$ cat src/rtl/muldiv_ctrl.sv
`default_nettype none
// ============================================================================
// Module      : muldiv_ctrl
// Description : EX-stage sequencer for the multi-cycle HI/LO unit. Runs
//               MULT/MULTU/MADD/MADDU/MSUB/MSUBU through a multiplier with
//               MUL_CYCLES latency and DIV/DIVU through an iterative radix-2
//               restoring divider. It holds the pipeline via stall_req and
//               writes the 64-bit result to HI/LO in a single cycle.
//
//               Optional feature macro: MULDIV_EARLY_TERM_EN
//                 defined   : a divide with |op_a| < |op_b| skips the
//                             iterations (quotient 0, remainder op_a).
//                 undefined : every divide runs all DATA_W iterations.
//
// Ports       : clk        - clock, rising edge
//               rst        - synchronous reset, active low
//               start      - EX holds a valid instruction this cycle
//               funct[5:0] - decoded funct code (SPECIAL2 ops remapped)
//               op_a       - rs (dividend / multiplicand)
//               op_b       - rt (divisor / multiplier)
//               hi_in      - current HI (accumulate source)
//               lo_in      - current LO (accumulate source)
//               flush      - cancel the in-flight operation
//               stall_req  - hold IF..EX
//               done       - one-cycle completion pulse
//               hilo_we    - write hi_out/lo_out into HI/LO
//               hi_out     - result high word (divide: remainder)
//               lo_out     - result low word  (divide: quotient)
//
// Revision    : 1.0 - initial release
// ============================================================================
module muldiv_ctrl #(
    parameter int DATA_W     = 32,
    parameter int MUL_CYCLES = 2
) (
    input  logic              clk,
    input  logic              rst,
    input  logic              start,
    input  logic [5:0]        funct,
    input  logic [DATA_W-1:0] op_a,
    input  logic [DATA_W-1:0] op_b,
    input  logic [DATA_W-1:0] hi_in,
    input  logic [DATA_W-1:0] lo_in,
    input  logic              flush,
    output logic              stall_req,
    output logic              done,
    output logic              hilo_we,
    output logic [DATA_W-1:0] hi_out,
    output logic [DATA_W-1:0] lo_out
);

    localparam int CNT_W = $clog2(DATA_W + MUL_CYCLES + 1);

    localparam logic [2:0] C_IDLE = 3'd0;
    localparam logic [2:0] C_MUL  = 3'd1;
    localparam logic [2:0] C_ACC  = 3'd2;
    localparam logic [2:0] C_DIV  = 3'd3;
    localparam logic [2:0] C_FIX  = 3'd4;
    localparam logic [2:0] C_DONE = 3'd5;

    // SPECIAL codes, plus SPECIAL2 MADD/MSUB family remapped by the ID stage
    // onto the unused SPECIAL slots 0x1C..0x1F.
    localparam logic [5:0] C_FN_MULT  = 6'h18;
    localparam logic [5:0] C_FN_MULTU = 6'h19;
    localparam logic [5:0] C_FN_DIV   = 6'h1A;
    localparam logic [5:0] C_FN_DIVU  = 6'h1B;
    localparam logic [5:0] C_FN_MADD  = 6'h1C;
    localparam logic [5:0] C_FN_MADDU = 6'h1D;
    localparam logic [5:0] C_FN_MSUB  = 6'h1E;
    localparam logic [5:0] C_FN_MSUBU = 6'h1F;

    // MUL occupies MUL_CYCLES-1 cycles; DIV occupies DATA_W cycles.
    localparam logic [CNT_W-1:0] C_MUL_LOAD = CNT_W'((MUL_CYCLES > 1) ? (MUL_CYCLES - 2) : 0);
    localparam logic [CNT_W-1:0] C_DIV_LOAD = CNT_W'(DATA_W - 1);

    logic [2:0]          state_q, state_d;
    logic [CNT_W-1:0]    cnt_q, cnt_d;
    logic [DATA_W:0]     mul_a_q, mul_a_d;
    logic [DATA_W:0]     mul_b_q, mul_b_d;
    logic [2*DATA_W-1:0] hilo_acc_q, hilo_acc_d;
    logic                acc_q, acc_d;
    logic                sub_q, sub_d;
    logic                div0_q, div0_d;
    logic                negq_q, negq_d;
    logic                negr_q, negr_d;
    logic [DATA_W-1:0]   quot_q, quot_d;
    logic [DATA_W-1:0]   rem_q, rem_d;
    logic [DATA_W-1:0]   dvs_q, dvs_d;
    logic [DATA_W-1:0]   hi_q, hi_d;
    logic [DATA_W-1:0]   lo_q, lo_d;

    logic                w_known, w_div, w_acc, w_sub, w_sgn;
    logic                w_a_neg, w_b_neg, w_early;
    logic [DATA_W:0]     w_a_ext, w_b_ext, w_mul_a, w_mul_b;
    logic [DATA_W-1:0]   w_a_mag, w_b_mag;
    logic [2*DATA_W-1:0] w_prod, w_acc_res;
    logic [DATA_W:0]     w_rem_sh;
    logic                w_ge;
    logic [DATA_W-1:0]   w_rem_sub;
    logic                w_busy;

    always_comb begin
        w_known = 1'b1;
        w_div   = 1'b0;
        w_acc   = 1'b0;
        w_sub   = 1'b0;
        w_sgn   = 1'b0;
        case (funct)
            C_FN_MULT:  w_sgn = 1'b1;
            C_FN_MULTU: w_sgn = 1'b0;
            C_FN_DIV:   begin w_div = 1'b1; w_sgn = 1'b1; end
            C_FN_DIVU:  w_div = 1'b1;
            C_FN_MADD:  begin w_acc = 1'b1; w_sgn = 1'b1; end
            C_FN_MADDU: w_acc = 1'b1;
            C_FN_MSUB:  begin w_acc = 1'b1; w_sub = 1'b1; w_sgn = 1'b1; end
            C_FN_MSUBU: begin w_acc = 1'b1; w_sub = 1'b1; end
            default:    w_known = 1'b0;
        endcase
    end

    // One extra sign/zero bit lets a single signed multiplier serve both flavours.
    assign w_a_neg = w_sgn & op_a[DATA_W-1];
    assign w_b_neg = w_sgn & op_b[DATA_W-1];
    assign w_a_ext = {w_a_neg, op_a};
    assign w_b_ext = {w_b_neg, op_b};
    assign w_a_mag = w_a_neg ? (~op_a + 1'b1) : op_a;
    assign w_b_mag = w_b_neg ? (~op_b + 1'b1) : op_b;

`ifdef MULDIV_EARLY_TERM_EN
    assign w_early = (w_a_mag < w_b_mag);
`else
    assign w_early = 1'b0;
`endif

    // In IDLE the multiplier sees the ports so MUL_CYCLES==1 can finish at T+1.
    assign w_mul_a = (state_q == C_IDLE) ? w_a_ext : mul_a_q;
    assign w_mul_b = (state_q == C_IDLE) ? w_b_ext : mul_b_q;
    assign w_prod  = {{(DATA_W-1){w_mul_a[DATA_W]}}, w_mul_a}
                   * {{(DATA_W-1){w_mul_b[DATA_W]}}, w_mul_b};
    assign w_acc_res = sub_q ? (hilo_acc_q - w_prod) : (hilo_acc_q + w_prod);

    // Restoring step: shift in the next dividend bit, subtract if it fits.
    assign w_rem_sh  = {rem_q, quot_q[DATA_W-1]};
    assign w_ge      = (w_rem_sh >= {1'b0, dvs_q});
    assign w_rem_sub = w_rem_sh[DATA_W-1:0] - dvs_q;

    always_comb begin
        state_d    = state_q;
        cnt_d      = cnt_q;
        mul_a_d    = mul_a_q;
        mul_b_d    = mul_b_q;
        hilo_acc_d = hilo_acc_q;
        acc_d      = acc_q;
        sub_d      = sub_q;
        div0_d     = div0_q;
        negq_d     = negq_q;
        negr_d     = negr_q;
        quot_d     = quot_q;
        rem_d      = rem_q;
        dvs_d      = dvs_q;
        hi_d       = hi_q;
        lo_d       = lo_q;
        if (flush) begin
            state_d = C_IDLE;
        end else begin
            case (state_q)
                C_IDLE: begin
                    if (start && w_known) begin
                        mul_a_d    = w_a_ext;
                        mul_b_d    = w_b_ext;
                        hilo_acc_d = {hi_in, lo_in};
                        acc_d      = w_acc;
                        sub_d      = w_sub;
                        div0_d     = 1'b0;
                        if (w_div) begin
                            negq_d = w_a_neg ^ w_b_neg;
                            negr_d = w_a_neg;
                            dvs_d  = w_b_mag;
                            cnt_d  = C_DIV_LOAD;
                            if (op_b == '0) begin
                                div0_d  = 1'b1;
                                state_d = C_DONE;
                            end else if (w_early) begin
                                quot_d  = '0;
                                rem_d   = w_a_mag;
                                state_d = C_FIX;
                            end else begin
                                quot_d  = w_a_mag;
                                rem_d   = '0;
                                state_d = C_DIV;
                            end
                        end else if (MUL_CYCLES > 1) begin
                            cnt_d   = C_MUL_LOAD;
                            state_d = C_MUL;
                        end else if (w_acc) begin
                            state_d = C_ACC;
                        end else begin
                            {hi_d, lo_d} = w_prod;
                            state_d      = C_DONE;
                        end
                    end
                end
                C_MUL: begin
                    if (cnt_q == '0) begin
                        if (acc_q) begin
                            state_d = C_ACC;
                        end else begin
                            {hi_d, lo_d} = w_prod;
                            state_d      = C_DONE;
                        end
                    end else begin
                        cnt_d = cnt_q - CNT_W'(1);
                    end
                end
                C_ACC: begin
                    {hi_d, lo_d} = w_acc_res;
                    state_d      = C_DONE;
                end
                C_DIV: begin
                    quot_d = {quot_q[DATA_W-2:0], w_ge};
                    rem_d  = w_ge ? w_rem_sub : w_rem_sh[DATA_W-1:0];
                    if (cnt_q == '0) begin
                        state_d = C_FIX;
                    end else begin
                        cnt_d = cnt_q - CNT_W'(1);
                    end
                end
                C_FIX: begin
                    // Quotient sign from operand signs, remainder follows the dividend.
                    lo_d    = negq_q ? (~quot_q + 1'b1) : quot_q;
                    hi_d    = negr_q ? (~rem_q + 1'b1) : rem_q;
                    state_d = C_DONE;
                end
                C_DONE:  state_d = C_IDLE;
                default: state_d = C_IDLE;
            endcase
        end
    end

    always_ff @(posedge clk) begin
        if (!rst) begin
            state_q    <= C_IDLE;
            cnt_q      <= '0;
            mul_a_q    <= '0;
            mul_b_q    <= '0;
            hilo_acc_q <= '0;
            acc_q      <= 1'b0;
            sub_q      <= 1'b0;
            div0_q     <= 1'b0;
            negq_q     <= 1'b0;
            negr_q     <= 1'b0;
            quot_q     <= '0;
            rem_q      <= '0;
            dvs_q      <= '0;
            hi_q       <= '0;
            lo_q       <= '0;
        end else begin
            state_q    <= state_d;
            cnt_q      <= cnt_d;
            mul_a_q    <= mul_a_d;
            mul_b_q    <= mul_b_d;
            hilo_acc_q <= hilo_acc_d;
            acc_q      <= acc_d;
            sub_q      <= sub_d;
            div0_q     <= div0_d;
            negq_q     <= negq_d;
            negr_q     <= negr_d;
            quot_q     <= quot_d;
            rem_q      <= rem_d;
            dvs_q      <= dvs_d;
            hi_q       <= hi_d;
            lo_q       <= lo_d;
        end
    end

    assign w_busy = (state_q == C_MUL) || (state_q == C_ACC)
                 || (state_q == C_DIV) || (state_q == C_FIX);

    // Stall is raised combinationally in the accept cycle so ID/IF hold at once.
    assign stall_req = !flush && (w_busy || ((state_q == C_IDLE) && start && w_known));
    assign done      = !flush && (state_q == C_DONE);
    assign hilo_we   = done && !div0_q;
    assign hi_out    = hi_q;
    assign lo_out    = lo_q;

endmodule
`default_nettype wire

$ cat config.mk
export PLATFORM = sky130hd
export DESIGN_NAME = muldiv_ctrl
export DESIGN_NICKNAME = d
export VERILOG_FILES = /design/src/rtl/muldiv_ctrl.sv
export SDC_FILE = /design/constraint.sdc
export NUM_CORES = 2
export LEC_CHECK = 0
export ABC_AREA = 1
export CORE_MARGIN = 8
export CORE_UTILIZATION = 45
export CTS_CLUSTER_DIAMETER = 50
export DETAILED_ROUTE_END_ITERATION = 8
export DONT_BUFFER_PORTS = 1
export PLACE_DENSITY_LB_ADDON = 0.2
export SETUP_SLACK_MARGIN = 0.02
export SYNTH_ARGS = -nofsm -noshare
export SYNTH_HDL_FRONTEND = slang
export SYNTH_SLANG_ARGS = --single-unit
export TNS_END_PERCENT = 100
$ cat constraint.sdc
create_clock -name clk -period 28.1 [get_ports clk]
set_input_delay 5.62 -clock clk [delete_from_list [all_inputs] [get_ports clk]]
set_output_delay 5.62 -clock clk [all_outputs]
set_load 0.03 [all_outputs]
==> summary.log <==
INFO  min_path       worst_hold_path.num_cells=2
INFO  worst_setup_path worstSetupPathType=in2reg
INFO  worst_setup_path cp.arrival=18.69ns
INFO  placed_design  buffer_ports.inserted=0
INFO  global_routing antenna_found_initial=14
INFO  logic_synthesis yosys.area_share.adder=42.86%
INFO  placed_design  gp_congestion=1.041
INFO  drt            first_iter_violations=5888
INFO  logic_synthesis post_synth_xor_area_fraction=2.294%
INFO  worst_setup_path worst_setup_path_end_kind=register
INFO  drt            routed_wire_length_per_instance=24.72um
INFO  worst_setup_path max_stage_delay=0.74ns
INFO  floorplanning  chipWidth=386.6um
INFO  global_routing first_global_vias=57310
INFO  logic_synthesis ys_top_cells_by_area=fa_1 37%, inv_1 11%, nand2_1 10%, dfxtp_1 9.8%, ha_1 6.4%
INFO  floorplanning  initial_utilization=45.12%
INFO  run            max_cap_viol_count=0
INFO  logic_synthesis synth_compound_gate_area_share=11.31%
INFO  logic_synthesis netlist_instances=8408
INFO  global_routing grt_overflow_total=0
INFO  cts            tritoncts.num_buffers=38
INFO  logic_synthesis synth_cell_types=63
INFO  logic_synthesis most_common_cell_in_the_netlist=inv_1
INFO  logic_synthesis netlist.top_cell.by_area=fa_1
INFO  sta            worst_pin_slew=1.218ns
INFO  logic_synthesis synth_flop_cell=dfxtp_1
INFO  floorplanning  placement_rows=136
INFO  cts            cts_post_setup_buffers_inserted=0
INFO  sta            max_clock_freq=0.05500GHz
INFO  sta            rsz_0062_raised_after_global_routing=false
INFO  drt            drc=0
INFO  sta            hold_viol=0
INFO  logic_synthesis mappedNetlistArea=0.06181mm2
INFO  placed_design  detailed_place_hpwl=201.1mm
INFO  layout         final_nets=9808
INFO  layout         post_route_cells_drive_above_1_share=4.892%
INFO  logic_synthesis synthesis.nets=9987
INFO  worst_setup_path worst_path_max_delay_cell=xnor2_1
INFO  cts            holdBufCountCts=0
INFO  global_routing grt_first_pass_wirelength=373.0mm
INFO  worst_setup_path critPathLaunchType=primary input
INFO  floorplanning  floorplan.core_area=0.1370mm2
INFO  worst_setup_path worst_path_most_repeated_cell=fa_1
INFO  layout         syn_to_final_growth=5.454%
INFO  logic_synthesis main_combinational_cell_family_by_area_after_synthesis=adder cells
INFO  global_routing grt_usage=32.80%
INFO  drt            antenna_violating_nets_remaining=0
INFO  sta            final.hold.worst_slack=0.4768ns
INFO  sta            period_needed=18.18ns
INFO  sta            totalNegativeSetupSlack=0ns
INFO  drt            avgViaCountPerCell=5.625
INFO  global_routing maximum_number_of_pins_on_one_net_before_global_route_repair=235
INFO  cts            cts_num_sinks=304
INFO  cts            tritoncts_clock_tree=yes
INFO  cts            cts_buffer_depth=3
INFO  floorplanning  dieArea=0.1495mm2
INFO  worst_setup_path required=28.60ns
INFO  logic_synthesis synth_seq_area_share=9.847%
INFO  drt            detailroute.via_count=56560
INFO  logic_synthesis synth-edff-count=0
INFO  logic_synthesis yosysTopAreaCellShare=36.50%
INFO  cts            post_cts_resize_count=0
INFO  logic_synthesis synth-simple-area-share=20.52%
INFO  cts            clkLatencyLatePin=0.60ns
INFO  logic_synthesis synth_top_cells_by_count=1771 x inv_1, 1675 x nand2_1, 1127 x fa_1
INFO  cts            cts.root.buffer_cell=clkbuf_16
INFO  layout         nFillCells=14020
INFO  sta            maxSlewViolCount=0
INFO  logic_synthesis ys_async_sr_fraction=0%
INFO  worst_setup_path critPathMaxFanout=30
INFO  drt            drt-pass1-iter-count=7
INFO  worst_setup_path worst-r2r-cell-count=47
INFO  status         result_of_the_run=finished clean
INFO  logic_synthesis yosys-mux-area-fraction=0%
INFO  logic_synthesis synth_warnings=0
INFO  sta            maxSlewHeadroom=17.79%
INFO  logic_synthesis synth_area_per_cell=7.351um2
INFO  cts            cts-htree-levels=2
INFO  min_path       worstHoldPathType=reg2reg
INFO  drt            finalWirelength=248.5mm
INFO  cts            clk_transition_reported_paths=0.07ns
INFO  floorplanning  floorplan.die.height=386.6um
INFO  floorplanning  ios=205
INFO  sta            setup_viol_count_final=0
INFO  sta            skew=0.04452ns
INFO  logic_synthesis synth-seq-cells=304
INFO  sta            timing.final.crit_share=64.71%
-- cells in the final DEF (no fill, tap or decap), types with 16 or more instances in the layout --
cell type	n
xnor2_1	44
dfxtp_1	304
nand2_2	28
clkbuf_16	38
inv_2	44
o21ai_2	47
a21oi_1	426
o211ai_1	58
nor4_1	19
nand3b_1	18
nand2_1	1674
a211oi_1	16
nor3_1	69
nor2_2	29
ha_1	314
nand3_1	220
a31oi_1	78
xor2_1	106
o21bai_1	16
fa_1	1127
o21ai_1	25
o21ai_0	481
nor2_1	915
nand4_1	47
buf_4	107
or2_2	24
inv_1	1770
clkinv_1	16
-- critical path: cells and delay by family --
family,cells,cell delay [ns]
buffers and inverters,8,1.22
adder cells (fa/ha/maj),10,5.08
AO/OA/AOI/OAI,10,3.17
AND/OR/NAND/NOR,14,2.36
XOR/XNOR,2,1.18
-- metrics by stage --
step / std cells / area (um2) / setup WS, ns / util, %
floorplan: 8408 / 61810 / 12.90 / -
global placement: 9983 / 63860 / 9.751 / 46.62
detailed placement: 9983 / 63860 / 9.729 / 46.62
CTS: 10050 / 65170 / 10.32 / 47.58
global route: 10050 / 65170 / 9.422 / 47.58
finish: 10050 / 65180 / 9.917 / 47.58
-- sequential cells by signal (all words and copies together) (netlist names), 3 cells and up --
name	cells
hi_out	32
state_q	3
mul_a_q	33
rem_q	32
quot_q	32
mul_b_q	33
cnt_q	6
lo_out	32
hilo_acc_q	64
dvs_q	32
-- cell type report --
cell class,count,area [um2],share of cell area [%]
Multi-Input combinational cell,5946,47840,73.41
Sequential cell,304,6086,9.338
Inverter,1832,6879,10.55
Tap cell,1794,2245,3.444
Antenna cell,2,5.005,0.007679
Clock buffer,49,1042,1.599
Clock inverter,20,271.5,0.4166
Timing Repair Buffer,107,803.3,1.232
-- metal layers --
layer / part of all wire (%) / global-route usage [%] / wire [um]
met5: 0.025 / 0 / 63
met4: 4.2 / 10.91 / 10480
met3: 11 / 8.035 / 27410
met2: 43 / 49.91 / 105700
met1: 42 / 45.79 / 104800
-- kinds of logic (layout without fill, tap and decap cells) --
logic type | count (synthesis) | in the layout
and+or+nand+nor | 3089 | 3089
buffers and inverters | 2158 | 2008
adders and majority gates | 1441 | 1441
AOI/OAI and AO/OA | 1260 | 1260
DFF | 304 | 304
xor gates and xnor gates | 156 | 156
other | 0 | 2
-- final timing paths --
check	startpoint	end	slack, ns
max	funct[4]	hi_out[29]$_SDFFE_PN0P_	9.92
min reg2reg	dvs_q[31]$_SDFFE_PN0P_	dvs_q[31]$_SDFFE_PN0P_	0.48
min	dvs_q[31]$_SDFFE_PN0P_	dvs_q[31]$_SDFFE_PN0P_	0.48
max reg2reg	state_q[2]$_SDFFE_PP0P_	hi_out[9]$_SDFFE_PN0P_	13.66
Power is not shown: default switching activity piles up to over one toggle a cycle in this logic, so the estimate is an artifact.
